## config.mk

```make
export PLATFORM = sky130hd
export DESIGN_NAME = ps2_kbmat
export DESIGN_NICKNAME = d
export VERILOG_FILES = /design/src/rtl/ps2_kbmat.sv
export SDC_FILE = /design/constraint.sdc
export NUM_CORES = 1
export LEC_CHECK = 0
export CAP_MARGIN = 10
export CORE_MARGIN = 2
export CORE_UTILIZATION = 45
export DETAILED_ROUTE_END_ITERATION = 10
export PLACE_DENSITY = 0.72
export SYNTH_ARGS = -nofsm -noshare
export SYNTH_HDL_FRONTEND = slang
export SYNTH_SLANG_ARGS = --single-unit
```

## constraint.sdc

```tcl
create_clock -name mck -period 1.6 [get_ports mck]
set_input_delay 0.32 -clock mck [delete_from_list [all_inputs] [get_ports mck]]
set_output_delay 0.32 -clock mck [all_outputs]
set_load 0.05 [all_outputs]
```

## src/rtl/ps2_kbmat.sv

```systemverilog
// ps2_kbmat: PS/2 keyboard (scan-code set 2) to 64-bit Z88 key matrix.
//   Deserialises PS/2 frames, decodes make/break/prefix sequences and keeps
//   one pressed bit per matrix position (bit 8*c+r, 1 = pressed).
// Ports:
//   mck      master clock (9.83 MHz)
//   res      synchronous active-high reset
//   ps2_clk  raw PS/2 clock pin (asynchronous)
//   ps2_dat  raw PS/2 data pin (asynchronous)
//   kbmat    key matrix, 1 = pressed
//   rx_byte  last good received byte
//   rx_valid one-cycle pulse when rx_byte updates
//   ps2_err  one-cycle pulse on start/parity/stop/timeout error
// Build option: define PS2_KBMAT_EXT_EN to decode E0-prefixed (arrow) keys;
//   otherwise E0 sequences are swallowed without touching kbmat.
//
// Receiver states:  state    | meaning
//                   R_IDLE   | waiting for start bit
//                   R_DATA   | shifting 8 data bits, LSB first
//                   R_PARITY | sampling odd-parity bit
//                   R_STOP   | sampling stop bit, commit or reject byte
// Decoder states:   D_BASE   | plain code = make
//                   D_BRK    | after F0, next code = break
//                   D_EXT    | after E0, extended make or F0
//                   D_EXTBRK | after E0 F0, extended break
//                   D_SKIP   | swallowing the rest of the Pause sequence
module ps2_kbmat #(
  parameter int FILT_LEN = 8,
  parameter int TIMEOUT  = 9830
) (
  input  logic        mck,
  input  logic        res,
  input  logic        ps2_clk,
  input  logic        ps2_dat,
  output logic [63:0] kbmat,
  output logic [7:0]  rx_byte,
  output logic        rx_valid,
  output logic        ps2_err
);
  localparam int CW = $clog2(FILT_LEN + 1);
  localparam int TW = $clog2(TIMEOUT + 1);

  typedef enum logic [1:0] {R_IDLE, R_DATA, R_PARITY, R_STOP} rx_state_t;
  typedef enum logic [2:0] {D_BASE, D_BRK, D_EXT, D_EXTBRK, D_SKIP} dec_state_t;

  logic [1:0]    clk_s, dat_s;
  logic          clk_f, dat_f, clk_fd;
  logic [CW-1:0] clk_cnt, dat_cnt;
  logic          fall;

  rx_state_t     rx_state, rx_next;
  logic [7:0]    shift;
  logic [2:0]    bit_cnt;
  logic          par_ok;
  logic [TW-1:0] tmo_cnt;
  logic          tmo_hit, frame_ok, frame_err;

  dec_state_t    dec_state, dec_next;
  logic [2:0]    skip_cnt;
  logic          skip_load, skip_dec;
  logic          do_set, do_clr, do_clr_all;
  logic [5:0]    bit_idx;
  logic [6:0]    base_lu, ext_lu;

  // Synchronisers and glitch filters; lines idle high.
  always_ff @(posedge mck) begin
    if (res) begin
      clk_s <= 2'b11; dat_s <= 2'b11;
      clk_f <= 1'b1;  dat_f <= 1'b1; clk_fd <= 1'b1;
      clk_cnt <= '0;  dat_cnt <= '0;
    end else begin
      clk_s  <= {clk_s[0], ps2_clk};
      dat_s  <= {dat_s[0], ps2_dat};
      clk_fd <= clk_f;
      if (clk_s[1] == clk_f) clk_cnt <= '0;
      else if (clk_cnt == CW'(FILT_LEN - 1)) begin clk_f <= clk_s[1]; clk_cnt <= '0; end
      else clk_cnt <= clk_cnt + CW'(1);
      if (dat_s[1] == dat_f) dat_cnt <= '0;
      else if (dat_cnt == CW'(FILT_LEN - 1)) begin dat_f <= dat_s[1]; dat_cnt <= '0; end
      else dat_cnt <= dat_cnt + CW'(1);
    end
  end

  assign fall    = clk_fd & ~clk_f;
  assign tmo_hit = (rx_state != R_IDLE) && !fall && (tmo_cnt == '0);

  always_comb begin
    rx_next   = rx_state;
    frame_ok  = 1'b0;
    frame_err = 1'b0;
    if (tmo_hit) begin
      rx_next   = R_IDLE;
      frame_err = 1'b1;
    end else if (fall) begin
      case (rx_state)
        R_IDLE:   if (!dat_f) rx_next = R_DATA; else frame_err = 1'b1;
        R_DATA:   if (bit_cnt == 3'd7) rx_next = R_PARITY;
        R_PARITY: rx_next = R_STOP;
        R_STOP: begin
          rx_next = R_IDLE;
          if (dat_f && par_ok) frame_ok = 1'b1;
          else frame_err = 1'b1;
        end
        default:  rx_next = R_IDLE;
      endcase
    end
  end

  always_ff @(posedge mck) begin
    if (res) begin
      rx_state <= R_IDLE;
      shift    <= '0;
      bit_cnt  <= '0;
      par_ok   <= 1'b0;
      tmo_cnt  <= '0;
      rx_byte  <= '0;
      rx_valid <= 1'b0;
      ps2_err  <= 1'b0;
    end else begin
      rx_state <= rx_next;
      rx_valid <= frame_ok;
      ps2_err  <= frame_err;
      if (frame_ok) rx_byte <= shift;
      // Down-counter reloaded on every edge; expiry means the host stalled.
      if (fall) tmo_cnt <= TW'(TIMEOUT - 1);
      else if (rx_state != R_IDLE && tmo_cnt != '0) tmo_cnt <= tmo_cnt - TW'(1);
      if (fall && rx_state == R_IDLE) bit_cnt <= '0;
      if (fall && rx_state == R_DATA) begin
        shift   <= {dat_f, shift[7:1]};
        bit_cnt <= bit_cnt + 3'd1;
      end
      if (fall && rx_state == R_PARITY) par_ok <= ^{shift, dat_f};
    end
  end

  // Keymap: {hit, matrix index}.
  always_comb begin
    case (rx_byte)
      8'h1C:   base_lu = {1'b1, 6'd36};
      8'h29:   base_lu = {1'b1, 6'd62};
      8'h12:   base_lu = {1'b1, 6'd54};
      8'h59:   base_lu = {1'b1, 6'd63};
      8'h66:   base_lu = {1'b1, 6'd7};
      8'h5A:   base_lu = {1'b1, 6'd6};
      default: base_lu = 7'd0;
    endcase
  end

`ifdef PS2_KBMAT_EXT_EN
  always_comb begin
    case (rx_byte)
      8'h75:   ext_lu = {1'b1, 6'd59};
      8'h72:   ext_lu = {1'b1, 6'd58};
      8'h6B:   ext_lu = {1'b1, 6'd57};
      8'h74:   ext_lu = {1'b1, 6'd56};
      default: ext_lu = 7'd0;
    endcase
  end
`else
  // The E0 states still run so the prefixed byte(s) get consumed, but
  // with no extended map they can never touch kbmat.
  assign ext_lu = 7'd0;
`endif

  always_comb begin
    dec_next   = dec_state;
    do_set     = 1'b0;
    do_clr     = 1'b0;
    do_clr_all = 1'b0;
    bit_idx    = base_lu[5:0];
    skip_load  = 1'b0;
    skip_dec   = 1'b0;
    if (rx_valid) begin
      case (dec_state)
        D_BASE: begin
          case (rx_byte)
            8'hF0:               dec_next = D_BRK;
            8'hE0:               dec_next = D_EXT;
            8'hE1:               begin dec_next = D_SKIP; skip_load = 1'b1; end
            8'hAA, 8'h00, 8'hFF: do_clr_all = 1'b1;
            8'hFA, 8'hFE, 8'hEE: ;
            default:             do_set = base_lu[6];
          endcase
        end
        D_BRK: begin
          do_clr   = base_lu[6];
          dec_next = D_BASE;
        end
        D_EXT: begin
          bit_idx = ext_lu[5:0];
          if (rx_byte == 8'hF0) dec_next = D_EXTBRK;
          else begin
            do_set   = ext_lu[6];
            dec_next = D_BASE;
          end
        end
        D_EXTBRK: begin
          bit_idx  = ext_lu[5:0];
          do_clr   = ext_lu[6];
          dec_next = D_BASE;
        end
        D_SKIP: begin
          skip_dec = 1'b1;
          if (skip_cnt == 3'd1) dec_next = D_BASE;
        end
        default: dec_next = D_BASE;
      endcase
    end
  end

  always_ff @(posedge mck) begin
    if (res) begin
      dec_state <= D_BASE;
      skip_cnt  <= '0;
      kbmat     <= '0;
    end else begin
      dec_state <= dec_next;
      if (skip_load) skip_cnt <= 3'd7;
      else if (skip_dec) skip_cnt <= skip_cnt - 3'd1;
      if (do_clr_all) kbmat <= '0;
      else if (do_set) kbmat[bit_idx] <= 1'b1;
      else if (do_clr) kbmat[bit_idx] <= 1'b0;
    end
  end
endmodule

```

Word-level counts from Yosys, hierarchy flattened
Cells that the tools add are included.
{ "word_totals": {"elab_cells": 138, "input_bits": 4, "register_bits": 123, "output_inout_bits": 74} }
{ "classes": {"n_reduce_logical": 32, "bitwise": 7, "n_lt_le_gt_ge": 2, "add_sub_neg": 5, "eq_ne": 31, "n_mux": 42} }
{ "op_table": {"columns": ["op", "count"], "rows": [
  ["$mux W64", 2],
  ["$and A64 B64 Y64", 1],
  ["$eq A8 B8 Y1 const B", 8],
  ["$not A64 Y64", 1],
  ["$or A64 B64 Y64", 1],
  ["$pmux W7 S6", 1],
  ["$mux W14", 2],
  ["$eq A8 B7 Y1 const B", 3],
  ["$mux W1", 22],
  ["$pmux W3 S3", 2],
  ["$eq A8 B5 Y1 const B", 2],
  ["$mux W3", 5],
  ["$logic_not A14 Y1", 1],
  ["$reduce_bool A14 Y1", 1],
  ["$sub A14 B1 Y14 const B", 1],
  ["$mux W6", 2],
  ["$reduce_bool A2 Y1", 5],
  ["$reduce_or A3 Y1", 3],
  ["$reduce_or A9 Y1", 1],
  ["$reduce_xor A9 Y1", 1],
  ["$add A4 B1 Y4 const B", 2],
  ["$eq A4 B3 Y1 const B", 2],
  ["$eq A8 B6 Y1 const B", 1],
  ["$logic_and A1 B1 Y1", 8],
  ["25 further kinds", 41]
]} }

Longest topological paths before layout
Gate-level depths: netlist of the first run.
{ "logic_depth": {"word_depth": 12, "ltp_mapped": 8, "ltp_nobuf": 7} }

Worst setup path after synthesis of the first run
OpenSTA, ideal clock, no wires.
{ "synth_path": {"path_kind": "register to register", "start": "register rx_byte[5]", "end": "register (tool-made name)", "path_stages_with_launch": 9, "required_time_ps": 1485, "period_less_slack_ps": 1963, "path_buffers": 3, "arrival_ps": 1848, "setup_ps": 115, "slack_ps": -363, "cell_sequence": "dfxtp_1 -> buf_2 -> nor4bb_4 -> a22oi_2 -> nand2_2 -> a21oi_2 -> buf_6 -> buf_6 -> and2_1"} }
{ "synth_lines": {"columns": ["element", "line_no", "rtl"], "rows": [
  ["from (decl)", "35", "output logic [7:0] rx_byte,"],
  ["from (signal assigned)", "122", "if (frame_ok) rx_byte <= shift;"]
]} }

==> impl_metrics.toml, run 1 <==
[sta]
period_minus_slack_ns = 1.63
post-route-period-util_pct = 102
worst_slew_pin_slew_ns = 0.441
setup_viol = 29
fin_worst_hold_slack_ns = 0.366
max_slew_margin_pct = 70.5
fmax_ghz = 0.614
setup_slack_ns = -0.0295
rsz0062_at_grt = "true"
finalHoldViolCount = 0
drv_slew = 0
skew_ns = 0.00983

[setup_path]
slowest_stage = "dfxtp_4"
end_kind = "register"
cp_top_family = "simple AND/OR/NAND/NOR gates"
path_buf_inv = 1
critPathMaxStageDelay_ns = 0.40
cp-start-kind = "register"
cp_cell_sequence = "and4_1 > nand2_1 > nand2_2 > a21oi_4 > clkbuf_16 > and2_1"
cp.required_ns = 2.05
cp.arrival_ns = 2.08
crit_type = "reg2reg"
cp_max_fo = 29

[die]
chipHeight_um = 108
die_area_sq_um = 11800
io_pins = 78
core_area_sq_um = 10700
rows = 38
die_w_um = 108
initial_utilization_pct = 45.7

[detailed_routing]
top_layer = "met4"
drt_iter0_drc = 172
wl_per_cell_um = 14.0
first_pass_iters = 4
wl_met1_mm = 5.01
route.met3.wl_um = 419
ant_nets = 0
viasPerCell = 4.99
wl_met2_mm = 4.99
vias = 3779
wirelength_mm = 10.6
drc = 0

[logic_synthesis]
yosys-top-cells-area = "dfxtp_1 (50%), and2_1 (7.5%), a21oi_1 (3.1%), nor2_1 (3.0%), xnor2_1 (2.9%)"
yosysWarnings = 0
synthCells = 486
synth_cell_types = 69
synth-async-reset-ratio_pct = 0
ys_seq_area_share_pct = 50.2
syn_nets = 501
ys.flop_type = "dfxtp_1"
netlist_area_sq_um = 4910
synth.avg_cell_area_sq_um = 10.1
synth_seq_cells = 123
synth_top_area_cell = "dfxtp_1"
synth-edff-count = 0
synth_top_area_share_pct = 50.2

[placement]
place.port_buffers = 77
hpwl_mm = 6.65
dp.cells = 712
place_congestion = 0.808
pre_cts_slack_ns = -0.0458
placed_area_sq_um = 5950

[clock_tree]
cts.sinks = 123
h-tree-depth = 4
tritoncts = "built"
clk_pin_slew_ns = 0.06
cts_buffers = 17
clk_latency_ns = 0.51
root_buffer = "clkbuf_8"
clock_path_buffers = 2

[cells_and_area]
fin_nets = 619
design_area_sq_um = 6910
stdcell_count = 757
fin_util_pct = 64.3
n_antenna_cell = 0
drive_above_1_share_pct = 35.5
area_growth_pct = 40.7

[global_route]
first_global_vias = 3492
grt-ovfl-total = 0
grt_pass1_wl_mm = 15.9
antenna_found_initial = 0
grt_max_degree = 59
track_usage_pct = 16.9

[status]
status = "complete, but fails checks"
violations = "negative setup slack"

[min_path]
hold_path.class = "in2reg"

[power_and_ir_drop]
p_leak_nw = 2.85
ir_worst_vdd_v = 0.000763
power_density_nw_per_um2 = 1030

[run]
drv_cap = 0
[layout by cell type, fill, tap and decap left out, drive strengths merged, types with 7 or more instances in the layout]
| cell | count |
|---|---|
| a21oi | 31 |
| nor2 | 40 |
| ha | 11 |
| clkbuf | 22 |
| nand2 | 31 |
| xor2 | 9 |
| and2 | 59 |
| o21ai | 7 |
| xnor2 | 16 |
| dfxtp | 123 |
| inv | 20 |
| buf | 119 |
| nor3 | 9 |
| mux2i | 10 |
| nor2b | 8 |
| nand3 | 10 |
[synthesized netlist by cell type (all sizes together) (10+ instances only)]
cell type / count
xnor2: 16
and2: 59
nand2: 31
dfxtp: 123
mux2i: 10
nor2: 40
buf: 18
nand3: 10
a21oi: 31
inv: 17
ha: 11
[cells by family after synthesis]
family,count (synthesis),synth area share (%)
simple gates,204,25.6
flops,123,50.2
buf+inv,42,4.36
compound gates,70,10.1
mux,10,2.04
fa+ha+maj,11,2.80
xor+xnor,26,4.92
[per-layer routing]
layer,GRT usage [%],vias to the layer above
li1,-,1895
met1,22.5,1802
met2,26.0,68
met3,4.10,14
met4,7.42,0
met5,0,-
[timing repair]
action,in CTS,in global routing
buffers inserted,0,11
gates resized for setup,3,38
gates cloned,0,2
hold buffers,0,0
pin swaps,0,17
endpoints found under the setup margin,10,81
[worst paths after layout]
path | startpoint | end | slack (ns) | cells past startpoint
worst min-delay path | ps2_clk | clk_s[0] | 0.37 | 2
worst min register to register | clk_s[0] | clk_s[1] | 0.41 | 1
worst max-delay path | rx_byte[7] | register | -0.03 | 6
worst max register to register | rx_byte[7] | register | -0.03 | 6
[area by class of cell]
type	count	area [sq um]
Inverter	17	63.8
Sequential cell	123	2500
Fill cell	833	3840
Multi-Input combinational cell	321	2440
Tap cell	140	175
Clock buffer	20	467
Timing Repair Buffer	124	1100
Clock inverter	12	158
[metrics by stage]
step	total power, W	setup TNS [ns]
6_report	0.00713	-0.273
3_5_place_dp	0.00320	-0.0845
3_3_place_gp	0.00320	0
5_1_grt	0.00735	-2.47
2_1_floorplan	0.00318	-1.18
4_1_cts	0.00714	0
[power breakdown]
part | switching, W | internal (W)
logic | 0.0000558 | 0.0000417
registers | 0.00000297 | 0.00306
clock network | 0.00141 | 0.00256
total | 0.00147 | 0.00566
(Power assumes the default switching activity.)
==> inputs of run 2 (changes only) <==
--- a/config.mk
+++ b/config.mk
@@ -10,6 +10,7 @@
 export CORE_UTILIZATION = 45
 export DETAILED_ROUTE_END_ITERATION = 10
 export PLACE_DENSITY = 0.72
+export SLEW_MARGIN = 5
 export SYNTH_ARGS = -nofsm -noshare
 export SYNTH_HDL_FRONTEND = slang
 export SYNTH_SLANG_ARGS = --single-unit
==> results of run 2 <==
Final layout, timing and power as in run 1 (identical DEF).
==> edit 1: new RTL, flow settings as in run 2 <==
The 5 states of `dec_state_t` get a Gray code encoding in 3 bits.
--- a/src/rtl/ps2_kbmat.sv
+++ b/src/rtl/ps2_kbmat.sv
@@ -42,3 +42,3 @@
   typedef enum logic [1:0] {R_IDLE, R_DATA, R_PARITY, R_STOP} rx_state_t;
-  typedef enum logic [2:0] {D_BASE, D_BRK, D_EXT, D_EXTBRK, D_SKIP} dec_state_t;
+  typedef enum logic [2:0] {D_BASE = 3'b000, D_BRK = 3'b001, D_EXT = 3'b011, D_EXTBRK = 3'b010, D_SKIP = 3'b110} dec_state_t;
 
Function: same outputs for any inputs over 10 cycles, from zero or initial values; not proved beyond that.
==> edit 1 against run 2 <==
The run still ends with negative setup slack left. Setup slack got worse by 170 ps. Global-route usage up 1.8 points. Wire length increased by 5.4%. Via count rose by 0.24%. Power fell by 2.0%. Synthesized area fell by 5.7%. Maximum frequency is 9.6% lower. Clock power fell by 5%. Clock skew down 0.94 ps. Cell area increased by 2.5%. Sequential cell count stayed put. Die area shrank 5.5%.
==> edit 1: results (changes against run 2) <==
timing:
  setup_slack_ps: -202  # -172 ps
  setup_viol: 66  # +130%
  tightest_slew_ps: 391  # -50.3 ps
  finalClockSkew_ps: 8.89  # -0.941 ps
cts:
  clockBufferDepth: 2  # unchanged
  clkTransAtPathRegs_ps: 60  # about the same
  cts_buffers: 17  # unchanged
  cts_max_level: 4  # unchanged
  root_buffer: "clkbuf_8"
  clk-insertion-delay-late_ps: 510  # about the same
worst_setup_path:
  ff2ff_path_depth: 5  # -1
  cp_max_fo: 4  # -86%
  r2r-start: "rx_byte[5]"
  critPathKind: "reg -> reg"
  worstPathArrival_ps: 2240  # +160 ps
final_layout:
  n_antenna_cell: 0  # unchanged
  final-seq-area_mm2: 0.00250  # +0.10%
  nets: 634  # +2.4%
  fillers: 705  # -15%
  drive_gt1_share_pct: 44.1  # +8.7 points
synth:
  synth_cell_types: 54  # -22%
  synth_commonest_cells: "123 x dfxtp_1, 59 x and2_1, 43 x nor2_1"
  ys_top_cells_by_area: "dfxtp_1 53%, and2_1 8.0%, nor2_1 3.5%"
  syn_nets: 485  # -3.2%
  seq_area_frac_synth_pct: 53.2  # +3.1 points
  async_reset_ff_share_pct: 0  # unchanged
  yosysWarnings: 0  # unchanged
global_routing:
  grt_usage_pct: 18.7  # +1.8 points
  grt_pass1_vias: 3644  # +4.4%
  grt_max_degree: 35  # -41%
  antenna_found_initial: 0  # unchanged
  grt_pass1_wl_um: 16800  # +5.9%
min_path:
  hp-class: "in -> reg"
  hold_depth: 2  # unchanged
  min_to: "clk_s[0]"
  hp-start: "ps2_clk"
power:
  ir_drop_v: 0.000685  # -10%
  p_leak_nw: 3.01  # +5.6%
route:
  drtIter0Drc: 156  # -9.3%
  wl_met1_um: 4820  # -3.8%
  first_pass_iters: 4  # unchanged
  wirelength_um: 11100  # +5.4%
  dr_wl_met3_um: 397  # -5.3%
  wl_met2_um: 5730  # +15%
  drt-vias-per-instance: 4.93  # -1.2%
  top_layer: "met4"
place:
  place_hpwl_um: 6770  # +1.9%
  io_buffer_count: 77  # unchanged
  place_congestion: 0.815  # +0.79%
  dpl_cell_area_mm2: 0.00602  # +1.2%
run_status:
  outcome: "finished with violations"
  violations: "negative setup slack"
[edit 1: cell types whose count changed in the layout (fill, tap and decap cells not counted), moves of 5 or more]
cell / run 2 / this run
and2_4: 0 / 28
nor2_1: 38 / 43
and2_1: 59 / 31
nand2_1: 29 / 35
dfxtp_2: 4 / 12
inv_1: 15 / 8
buf_4: 108 / 130
dfxtp_1: 111 / 105
o22ai_1: 0 / 5
[edit 1: routing by layer]
metal	track usage (%)	vias up
li1	-	1899
met3	3.96	14
met1	23.5	1794
met2	30.6	81
met5	0	-
met4	8.86	0
[edit 1: final cells by class]
class / count / area share [%]
clock inverter: 15 / 2.48
clock buffer: 17 / 5.85
tap: 136 / 2.40
timing repair buffer: 152 / 19.7
multi-input combinational: 315 / 33.7
inverter: 10 / 0.530
sequential: 123 / 35.3
[edit 1: logic make-up (layout without fill, tap and decap cells)]
group	count (synthesis)	count (layout)	share of synthesized area [%]
AOI/OAI and AO/OA	50	50	6.79
xor gates and xnor gates	27	27	5.41
adders and majority gates	11	11	2.97
buffers and inverters	32	194	3.14
DFF	123	123	53.2
muxes	10	10	2.16
and+or+nand+nor	217	217	26.3
[edit 1: worst max path at each step]
| stage | endpoint | slack, ps | cells past startpoint |
|---|---|---|---|
| 5_1_grt | flop | -290 | 5 |
| 6_report | flop | -200 | 5 |
| 2_1_floorplan | flop | -300 | 6 |
| 3_3_place_gp | flop | -300 | 4 |
| 3_5_place_dp | flop | -320 | 4 |
| 4_1_cts | flop | -220 | 5 |
[edit 1: power by group]
group,total [mW],internal (mW),switching [mW]
registers,3.06,3.06,0.00332
logic,0.134,0.0652,0.0689
clock network,3.79,2.28,1.51
total,6.99,5.40,1.58
[edit 1: repair_timing]
item | 4_1_cts | 5_1_grt
cloned | 1 | 6
pin swaps | 10 | 16
gates resized for setup | 18 | 55
setup buffers | 2 | 4
endpoints found under the setup margin | 79 | 85
[edit 1: worst max-delay path: stages, from the launching register on]
cell	delay, ps
dfxtp_2	340
or4b_4	570
nor3_4	150
nor3_2	70
or4_4	480
o22ai_2	130
[edit 1: metrics by stage]
step / worst slack, ps / hold slack (ps) / power, mW / std cells / TNS, ps
final: -202 / 392 / 6.99 / 768 / -10080
after global routing: -291 / 382 / 7.21 / 768 / -15920
after CTS: -219 / 371 / 7.00 / 758 / -7520
after detailed placement: -320 / 396 / 3.20 / 723 / -18630
after global placement: -296 / 403 / 3.20 / 723 / -17600
after floorplan: -298 / 389 / 3.18 / 470 / -5700
==> edit 2: new RTL, flow settings as in run 2 <==
Without the edit above. `FILT_LEN`: 8 -> 16.
--- a/src/rtl/ps2_kbmat.sv
+++ b/src/rtl/ps2_kbmat.sv
@@ -26,3 +26,3 @@
 module ps2_kbmat #(
-  parameter int FILT_LEN = 8,
+  parameter int FILT_LEN = 16,
   parameter int TIMEOUT  = 9830
Behaviour: same outputs for any inputs over 10 cycles, from zero or initial values; that may be too few to reach the edited logic, so the function may still have changed.
==> edit 2 against run 2 <==
The run still ends with negative setup slack left. Power up 5.3%. Synthesized area rose by 1.2%. Setup slack got worse by 290 ps. Maximum frequency decreased by 15%. Final cell count increased by 4.6%. Wire length grew 11%. Cell area is 7.7% higher. Sequential cell count rose by 2. Largest cell class unchanged. Largest power group unchanged. Highest routed layer unchanged.
==> edit 2: results (changes against run 2) <==
timing:
  setup_viol: 73  # +150%
  setup_slack_ps: -323  # -293 ps
  tns_ps: -19210  # -18940 ps
  finalClockSkew_ps: 7.47  # -2.36 ps
  hold-worst-slack_ps: 356  # -10.8 ps
worst_setup_path:
  cp_max_fo: 5  # -83%
  crit_start: "rx_byte[3]"
  r2r-start: "rx_byte[3]"
run_status:
  outcome: "finished with violations"
  violations: "negative setup slack"
cts:
  postCtsSetupRepairBufs: 4  # +4
  clk-insertion-delay-late_ps: 520
  cts_resized: 26  # +23
synth:
  synthMuxAreaShare_pct: 3.43  # +1.4 points
  syn_inst: 488  # +0.41%
  synth_fa_ha_area_share_pct: 3.28  # +0.47 points
  ys_top_cells_by_area: "dfxtp_1 50%, and2_4 10%, nor2_1 3.7%"
  synth_cell_types: 53  # -23%
  synth_commonest_cells: "125 x dfxtp_1, 58 x and2_4, 49 x nor2_1"
  syn_nets: 505  # +0.80%
  synth_xor_area_share_pct: 4.69  # -0.23 points
  synth-compound-area-share_pct: 6.63  # -3.4 points
place:
  place_hpwl_um: 7560  # +14%
  dpl_cell_area_mm2: 0.00634  # +6.6%
  placedCellCount: 746  # +4.8%
  place_congestion: 0.805  # -0.36%
route:
  first_pass_iters: 5  # +1
  drtIter0Drc: 236  # +37%
  drt-vias-per-instance: 4.95  # -0.90%
  wirelength_um: 11800  # +11%
min_path:
  hp-start: "ps2_dat"
  min_to: "dat_s[0]"
power:
  ir_drop_v: 0.000678  # -11%
  p_leak_nw: 3.20  # +12%
  p_clk_mw: 4.22  # +6.3%
  seqPwrFrac_pct: 41.4  # -1.5 points
  switchingPower_mw: 1.47  # +0.32%
final_layout:
  final_cell_count_no_fill: 792  # +4.6%
  fillers: 756  # -9.2%
  drive_gt1_share_pct: 46.8  # +11 points
global_routing:
  grt_usage_pct: 19.9  # +3.0 points
  grt_pass1_vias: 3985  # +14%
  grt_pass1_wl_um: 18500  # +17%
-- edit 2: area by class of cell --
class                   count  area [um^2]  area share (%)
clock buffers              19          453            6.09
multi-input cells         328         2480            33.4
well taps                 140          175            2.36
flip-flops and latches    125         2540            34.1
inverters                  14         55.1           0.740
repair buffers            153         1530            20.5
clock inverters            13          210            2.83
-- edit 2: cells by family after synthesis --
kind of cell / after synthesis
mux: 17
fa+ha+maj: 13
simple gates: 225
buf+inv: 35
xor+xnor: 25
compound gates: 48
flops: 125
-- edit 2: per-layer routing --
layer / share of wire, % / routed length, um / GRT usage [%] / up-vias
met2: 51 / 6000 / 33.6 / 94
li1: - / - / - / 1957
met1: 43 / 5040 / 24.0 / 1848
met4: 1.5 / 182 / 8.33 / 0
met3: 4.6 / 538 / 5.08 / 19
met5: 0 / 0 / 0 / -
-- edit 2: critical path, cell delays in order, from the launching register on --
cell,delay (ps)
dfxtp_4,340
or4_4,560
nor4_4,230
o32ai_4,190
buf_12,180
clkbuf_16,150
and2_4,150
